[src/rtl/mx_ctrl_pkg.sv]
// Shared types and helpers for the MX MAC sequencer: FSM states, precision
// encodings, the configuration bundle and the elements-per-step helper.
package mx_ctrl_pkg;

  typedef enum logic [1:0] {
    ST_IDLE = 2'd0,
    ST_RUN  = 2'd1,
    ST_CAPT = 2'd2
  } state_e;

  localparam logic [1:0] PREC_8B = 2'd0;
  localparam logic [1:0] PREC_4B = 2'd1;
  localparam logic [1:0] PREC_2B = 2'd2;

  localparam int CFG_K_W = 16;

  typedef struct packed {
    logic [1:0]         prec;
    logic [1:0]         fp;
    logic [7:0]         shared_exp;
    logic [CFG_K_W-1:0] k_len;
  } cfg_t;

  // log2 of the number of elements the MAC consumes per step
  function automatic logic [2:0] eps_log2(input logic [1:0] prec);
    case (prec)
      PREC_8B: return 3'd2;
      PREC_4B: return 3'd3;
      default: return 3'd4;
    endcase
  endfunction

endpackage

[src/rtl/mx_out_slot.sv]
// One-entry result register with a valid/ready output port. A load and a
// consumption never land on the same edge, so load simply takes priority.
module mx_out_slot #(
  parameter int M_out_width = 16
) (
  input  logic                   clk_i,
  input  logic                   rst_i,
  input  logic                   load_i,
  input  logic                   ready_i,
  input  logic [M_out_width-1:0] mant_i,
  input  logic [7:0]             exp_i,
  input  logic                   sign_i,
  output logic                   valid_o,
  output logic [M_out_width-1:0] mant_o,
  output logic [7:0]             exp_o,
  output logic                   sign_o
);

  logic                   valid_q, valid_d;
  logic [M_out_width-1:0] mant_q, mant_d;
  logic [7:0]             exp_q, exp_d;
  logic                   sign_q, sign_d;

  always_comb begin
    valid_d = valid_q;
    mant_d  = mant_q;
    exp_d   = exp_q;
    sign_d  = sign_q;
    if (load_i) begin
      valid_d = 1'b1;
      mant_d  = mant_i;
      exp_d   = exp_i;
      sign_d  = sign_i;
    end else if (valid_q && ready_i) begin
      valid_d = 1'b0;
    end
  end

  always_ff @(posedge clk_i) begin
    if (rst_i) begin
      valid_q <= 1'b0;
      mant_q  <= '0;
      exp_q   <= '0;
      sign_q  <= 1'b0;
    end else begin
      valid_q <= valid_d;
      mant_q  <= mant_d;
      exp_q   <= exp_d;
      sign_q  <= sign_d;
    end
  end

  assign valid_o = valid_q;
  assign mant_o  = mant_q;
  assign exp_o   = exp_q;
  assign sign_o  = sign_q;

endmodule

[src/rtl/mx_mac_seq_ctrl.sv]
// Sequencer for one MX hybrid MAC PE: accepts a tile configuration, paces the
// joint A/B operand handshake for ceil(K/EPS) steps, then captures the result.
module mx_mac_seq_ctrl
  import mx_ctrl_pkg::*;
#(
  parameter int M_out_width = 16,
  parameter int K_W         = 16
) (
  input  logic                   clk_i,
  input  logic                   rst_i,
  input  logic                   cfg_valid_i,
  output logic                   cfg_ready_o,
  input  logic [1:0]             cfg_prec_mode_i,
  input  logic [1:0]             cfg_fp_mode_i,
  input  logic [7:0]             cfg_shared_exp_i,
  input  logic [K_W-1:0]         cfg_k_len_i,
  output logic [1:0]             prec_mode_o,
  output logic [1:0]             fp_mode_o,
  output logic [7:0]             shared_exp_o,
  input  logic                   a_valid_i,
  output logic                   a_ready_o,
  input  logic                   b_valid_i,
  output logic                   b_ready_o,
  output logic                   mac_a_valid_o,
  output logic                   mac_b_valid_o,
  output logic                   acc_first_o,
  input  logic [M_out_width-1:0] mac_mant_i,
  input  logic [7:0]             mac_exp_i,
  input  logic                   mac_sign_i,
  output logic                   out_valid_o,
  input  logic                   out_ready_i,
  output logic [M_out_width-1:0] out_mant_o,
  output logic [7:0]             out_exp_o,
  output logic                   out_sign_o,
  output logic                   busy_o,
  output logic                   cfg_err_o
);

  state_e         state_q, state_d;
  logic [K_W-1:0] step_cnt_q, step_cnt_d;
  logic           first_q, first_d;
  logic [1:0]     prec_q, prec_d;
  logic [1:0]     fp_q, fp_d;
  logic [7:0]     exp_q, exp_d;

  cfg_t           cfg_in;
  logic           cfg_bad;
  logic [K_W:0]   k_ext, round_add, steps;
  logic [K_W-1:0] steps_m1;
  logic           run, last_step, gate, fire, capt, out_valid;

  always_comb begin
    cfg_in.prec       = cfg_prec_mode_i;
    cfg_in.fp         = cfg_fp_mode_i;
    cfg_in.shared_exp = cfg_shared_exp_i;
    cfg_in.k_len      = CFG_K_W'(cfg_k_len_i);
  end

  assign cfg_bad   = (cfg_in.prec == 2'd3) || (cfg_in.k_len == '0);
  // steps = ceil(K / EPS) by adding EPS-1 before the shift
  assign k_ext     = (K_W+1)'(cfg_in.k_len);
  assign round_add = (K_W+1)'((32'd1 << eps_log2(cfg_in.prec)) - 32'd1);
  assign steps     = (k_ext + round_add) >> eps_log2(cfg_in.prec);
  assign steps_m1  = K_W'(steps - (K_W+1)'(1));

  // Only the last step waits for the output slot; earlier steps of the next
  // tile overlap with an unconsumed previous result.
  assign run       = (state_q == ST_RUN);
  assign last_step = (step_cnt_q == '0);
  assign gate      = run & (!last_step | !out_valid | out_ready_i);
  assign fire      = a_valid_i & b_valid_i & gate;
  assign capt      = (state_q == ST_CAPT);

  always_comb begin
    state_d     = state_q;
    step_cnt_d  = step_cnt_q;
    first_d     = first_q;
    prec_d      = prec_q;
    fp_d        = fp_q;
    exp_d       = exp_q;
    cfg_ready_o = 1'b0;
    cfg_err_o   = 1'b0;
    case (state_q)
      ST_IDLE: begin
        cfg_ready_o = 1'b1;
        if (cfg_valid_i) begin
          if (cfg_bad) begin
            cfg_err_o = 1'b1;
          end else begin
            prec_d     = cfg_in.prec;
            fp_d       = cfg_in.fp;
            exp_d      = cfg_in.shared_exp;
            step_cnt_d = steps_m1;
            first_d    = 1'b1;
            state_d    = ST_RUN;
          end
        end
      end
      ST_RUN: begin
        if (fire) begin
          first_d    = 1'b0;
          step_cnt_d = step_cnt_q - K_W'(1);
          if (last_step) state_d = ST_CAPT;
        end
      end
      ST_CAPT: state_d = ST_IDLE;
      default: state_d = ST_IDLE;
    endcase
  end

  always_ff @(posedge clk_i) begin
    if (rst_i) begin
      state_q    <= ST_IDLE;
      step_cnt_q <= '0;
      first_q    <= 1'b0;
      prec_q     <= '0;
      fp_q       <= '0;
      exp_q      <= '0;
    end else begin
      state_q    <= state_d;
      step_cnt_q <= step_cnt_d;
      first_q    <= first_d;
      prec_q     <= prec_d;
      fp_q       <= fp_d;
      exp_q      <= exp_d;
    end
  end

  mx_out_slot #(.M_out_width(M_out_width)) u_out_slot (
    .clk_i   (clk_i),
    .rst_i   (rst_i),
    .load_i  (capt),
    .ready_i (out_ready_i),
    .mant_i  (mac_mant_i),
    .exp_i   (mac_exp_i),
    .sign_i  (mac_sign_i),
    .valid_o (out_valid),
    .mant_o  (out_mant_o),
    .exp_o   (out_exp_o),
    .sign_o  (out_sign_o)
  );

  // Ready depends on the partner's valid only, never on its own
  assign a_ready_o     = b_valid_i & gate;
  assign b_ready_o     = a_valid_i & gate;
  assign mac_a_valid_o = fire;
  assign mac_b_valid_o = fire;
  assign acc_first_o   = fire & first_q;
  assign out_valid_o   = out_valid;
  assign prec_mode_o   = prec_q;
  assign fp_mode_o     = fp_q;
  assign shared_exp_o  = exp_q;
  assign busy_o        = (state_q != ST_IDLE);

endmodule
[config.mk]
export PLATFORM = sky130hd
export DESIGN_NAME = mx_mac_seq_ctrl
export DESIGN_NICKNAME = d
export VERILOG_FILES = /design/src/rtl/mx_ctrl_pkg.sv /design/src/rtl/mx_out_slot.sv /design/src/rtl/mx_mac_seq_ctrl.sv
export SDC_FILE = /design/constraint.sdc
export NUM_CORES = 1
export LEC_CHECK = 0
export BUFFER_PORTS_ARGS = -buffer_cell sky130_fd_sc_hd__buf_2
export CORE_MARGIN = 5
export CORE_UTILIZATION = 50
export DETAILED_ROUTE_END_ITERATION = 8
export PLACE_DENSITY = 0.76
export RECOVER_POWER = 25
export SLEW_MARGIN = 30
export SYNTH_ARGS = -nofsm -noshare
export SYNTH_HDL_FRONTEND = slang
export SYNTH_SLANG_ARGS = --single-unit
[constraint.sdc]
create_clock -name clk_i -period 4.79 [get_ports clk_i]
set_clock_uncertainty 0.2 [all_clocks]
set_input_delay 0.7185 -clock clk_i [delete_from_list [all_inputs] [get_ports clk_i]]
set_output_delay 0.7185 -clock clk_i [all_outputs]
set_load 0.05 [all_outputs]
==> results.sh <==
export IMPL_clk_pin_slew_worst_paths_ps=70
export IMPL_clock_latency_ps=340
export IMPL_final_util_pct=61.1
export IMPL_max_freq_mhz=229
export IMPL_yosysSeqAreaShare_pct=27.7
export IMPL_syn_num_nets=651
export IMPL_drive_gt1_share_pct=19.5
export IMPL_ys_async_sr_fraction_pct=0
export IMPL_yosys_warnings=0
export IMPL_syn_instance_count=568
export IMPL_worstSetupPathType="in -> reg"
export IMPL_status="completed"
export IMPL_cp_arrival_ps=4420
export IMPL_finalSetupViolCount=0
export IMPL_finalMaxSlewViolations=0
export IMPL_cp_end_kind="flop"
export IMPL_antenna_found_initial=0
export IMPL_synthTopCellsByArea="dfxtp_1 (28%), nand2_1 (9.0%), a21oi_1 (7.2%), ha_1 (7.0%), nor2_1 (4.3%)"
export IMPL_vias=4541
export IMPL_post_cts_buffers=0
export IMPL_h_tree_depth=3
export IMPL_synth_cell_types=68
export IMPL_first_iter_violations=279
export IMPL_dpl_cell_area_um2=4780
export IMPL_fill_cells=750
export IMPL_ir_worst_vdd_mv=0.221
export IMPL_ios=105
export IMPL_min_period_over_period_pct=91.2
export IMPL_synth_main_ff_cell="dfxtp_1"
export IMPL_cp_max_fo=11
export IMPL_yosysTopAreaCell="dfxtp_1"
export IMPL_max_cap_viol_count=0
export IMPL_seq_area_um2=1140
export IMPL_final_cells=781
export IMPL_cts_resized=0
export IMPL_synth_avg_cell_area_um2=7.25
export IMPL_syn_area_um2=4120
export IMPL_finalWirelength_mm=11.6
export IMPL_floorplan_initialDensity_pct=50.6
export IMPL_ant_nets=0
export IMPL_period_minus_slack_ps=4370
export IMPL_cts_buffers=9
export IMPL_rsz0062_at_grt="false"
export IMPL_area_growth_pct=20.8
export IMPL_track_usage_pct=22.4
export IMPL_holdCritPathClass="reg -> reg"
export IMPL_slew_headroom_pct=36.5
export IMPL_routedWlPerCell_um=14.9
export IMPL_p_per_area_nw_per_um2=337
export IMPL_multi_input_area_um2=2720
export IMPL_std_cell_rows=33
export IMPL_setup_tns_ps=0
export IMPL_stdcell_area_um2=4970
export IMPL_grt_max_degree=56
export IMPL_die_h_um=101
export IMPL_tritoncts="yes"
export IMPL_nets=754
export IMPL_diodes=0
export IMPL_final_cell_mix="nand2_1 (99), buf_2 (84), a21oi_1 (59)"
export IMPL_die_area_um2=10100
export IMPL_core_area_um2=8130
export IMPL_drc=0
export IMPL_final_common_cell="nand2_1"
export IMPL_cp_required_ps=4840
export IMPL_yosys_register_bits=57
export IMPL_finalHoldViolCount=0
export IMPL_first_pass_iters=5
export IMPL_hold_buffers=0
export IMPL_gr_total_overflow=0
export IMPL_power_mw=1.67
export IMPL_grt_pass1_vias=4214
export IMPL_die_w_um=101
export IMPL_cts_root_buf="clkbuf_8"
export IMPL_p_leak_nw=2.24
export IMPL_synth_top_area_share_pct=27.7
export IMPL_cts_sink_count=57
export IMPL_worst_pin_slew_ps=953
export IMPL_io_buffers=104
export IMPL_synth_edf_count=0
export IMPL_dp_cells=765
export IMPL_place_hpwl_mm=9.02
export IMPL_cts_buffer_depth=2
export IMPL_gp_congestion=0.939
export IMPL_grt_pass1_wl_mm=18.8
export IMPL_crit_path_start_kind="input port"
export IMPL_viasPerCell=5.81
flip-flops by register name, summed over array words and instances (netlist names):
signal,flops
step_cnt_q,16
state_q,2
u_out_slot.sign_o,1
u_out_slot.valid_o,1
fp_mode_o,2
u_out_slot.exp_o,8
shared_exp_o,8
prec_mode_o,2
u_out_slot.mant_o,16
first_q,1
cells by family after synthesis:
family	Yosys count	share of synthesized area [%]
AND/OR/NAND/NOR	245	28.6
AO/OA/AOI/OAI	152	24.7
buffers and inverters	67	6.29
flip-flops	57	27.7
adder cells (fa/ha/maj)	24	7.48
multiplexers	13	3.16
XOR/XNOR	10	2.13
path summary, 6_finish.rpt:
| path | cells after the start | endpoint | slack, ps | startpoint |
|---|---|---|---|---|
| worst max-delay path | 16 | step_cnt_q[11] | 420 | cfg_prec_mode_i[1] |
| worst min-delay path | 2 | u_out_slot.exp_o[3] | 260 | u_out_slot.exp_o[3] |
| worst max register to register | 12 | step_cnt_q[14] | 1490 | state_q[0] |
| worst min register to register | 2 | u_out_slot.exp_o[3] | 260 | u_out_slot.exp_o[3] |
area by class of cell:
type | count | area share (%)
clock inverter | 7 | 1.89
inverter | 39 | 2.94
timing repair buffer | 120 | 12.4
clock buffer | 9 | 2.49
multi-input combinational | 444 | 54.7
sequential | 57 | 23.0
tap | 105 | 2.64
synthesized netlist by cell type, types with 3 or more instances:
library cell and number:
clkbuf_1 23, nor2_1 47, nand3b_1 6, nand3_1 21
nand4_1 4, nor3_1 11, a221oi_1 3, and3_1 9
o21ai_1 5, inv_1 38, a21oi_1 59, ha_1 23
o211ai_1 8, nand2_1 99, or3_1 4, and2_1 4
o21ai_0 15, o31ai_1 4, o311ai_1 4, nor2b_1 8
a31oi_1 8, mux2i_1 13, a21o_1 6, xnor2_1 8
buf_2 3, nand2b_1 8, dfxtp_1 57, a211o_1 3
o2111a_1 3, a211oi_1 7, nor4_1 9
report_power, final:
part           switching [mW]  total [mW]  internal [mW]
combinational           0.406       0.635          0.229
sequential             0.0297       0.541          0.512
clock                   0.206       0.499          0.292
critical path: stages:
cell and delay, ps:
buf_2 170, nor2_1 150, inv_1 80, ha_1 270, inv_1 60, fa_1 470
a211oi_2 380, o211ai_1 270, a31oi_1 290, xnor2_1 210, a2bb2oi_1 180, o41ai_1 100
nand3b_1 340, buf_4 240, or2_4 240, o311ai_1 260
layer usage:
layer  vias to the layer above  routed length (µm)  GRT usage (%)
met5                         -                   0              0
met1                      2094                5100           29.8
li1                       2226                   -              -
met2                       189                5430           35.2
met4                         0                 244           8.39
met3                        32                 872           5.47
stage by stage:
step | hold WS (ps) | worst slack, ps
final | 256 | 422
after global routing | 277 | 173
after CTS | 254 | 479
after detailed placement | 244 | 141
after global placement | 239 | 303
after floorplan | 232 | 329
(Power assumes the default switching activity.)
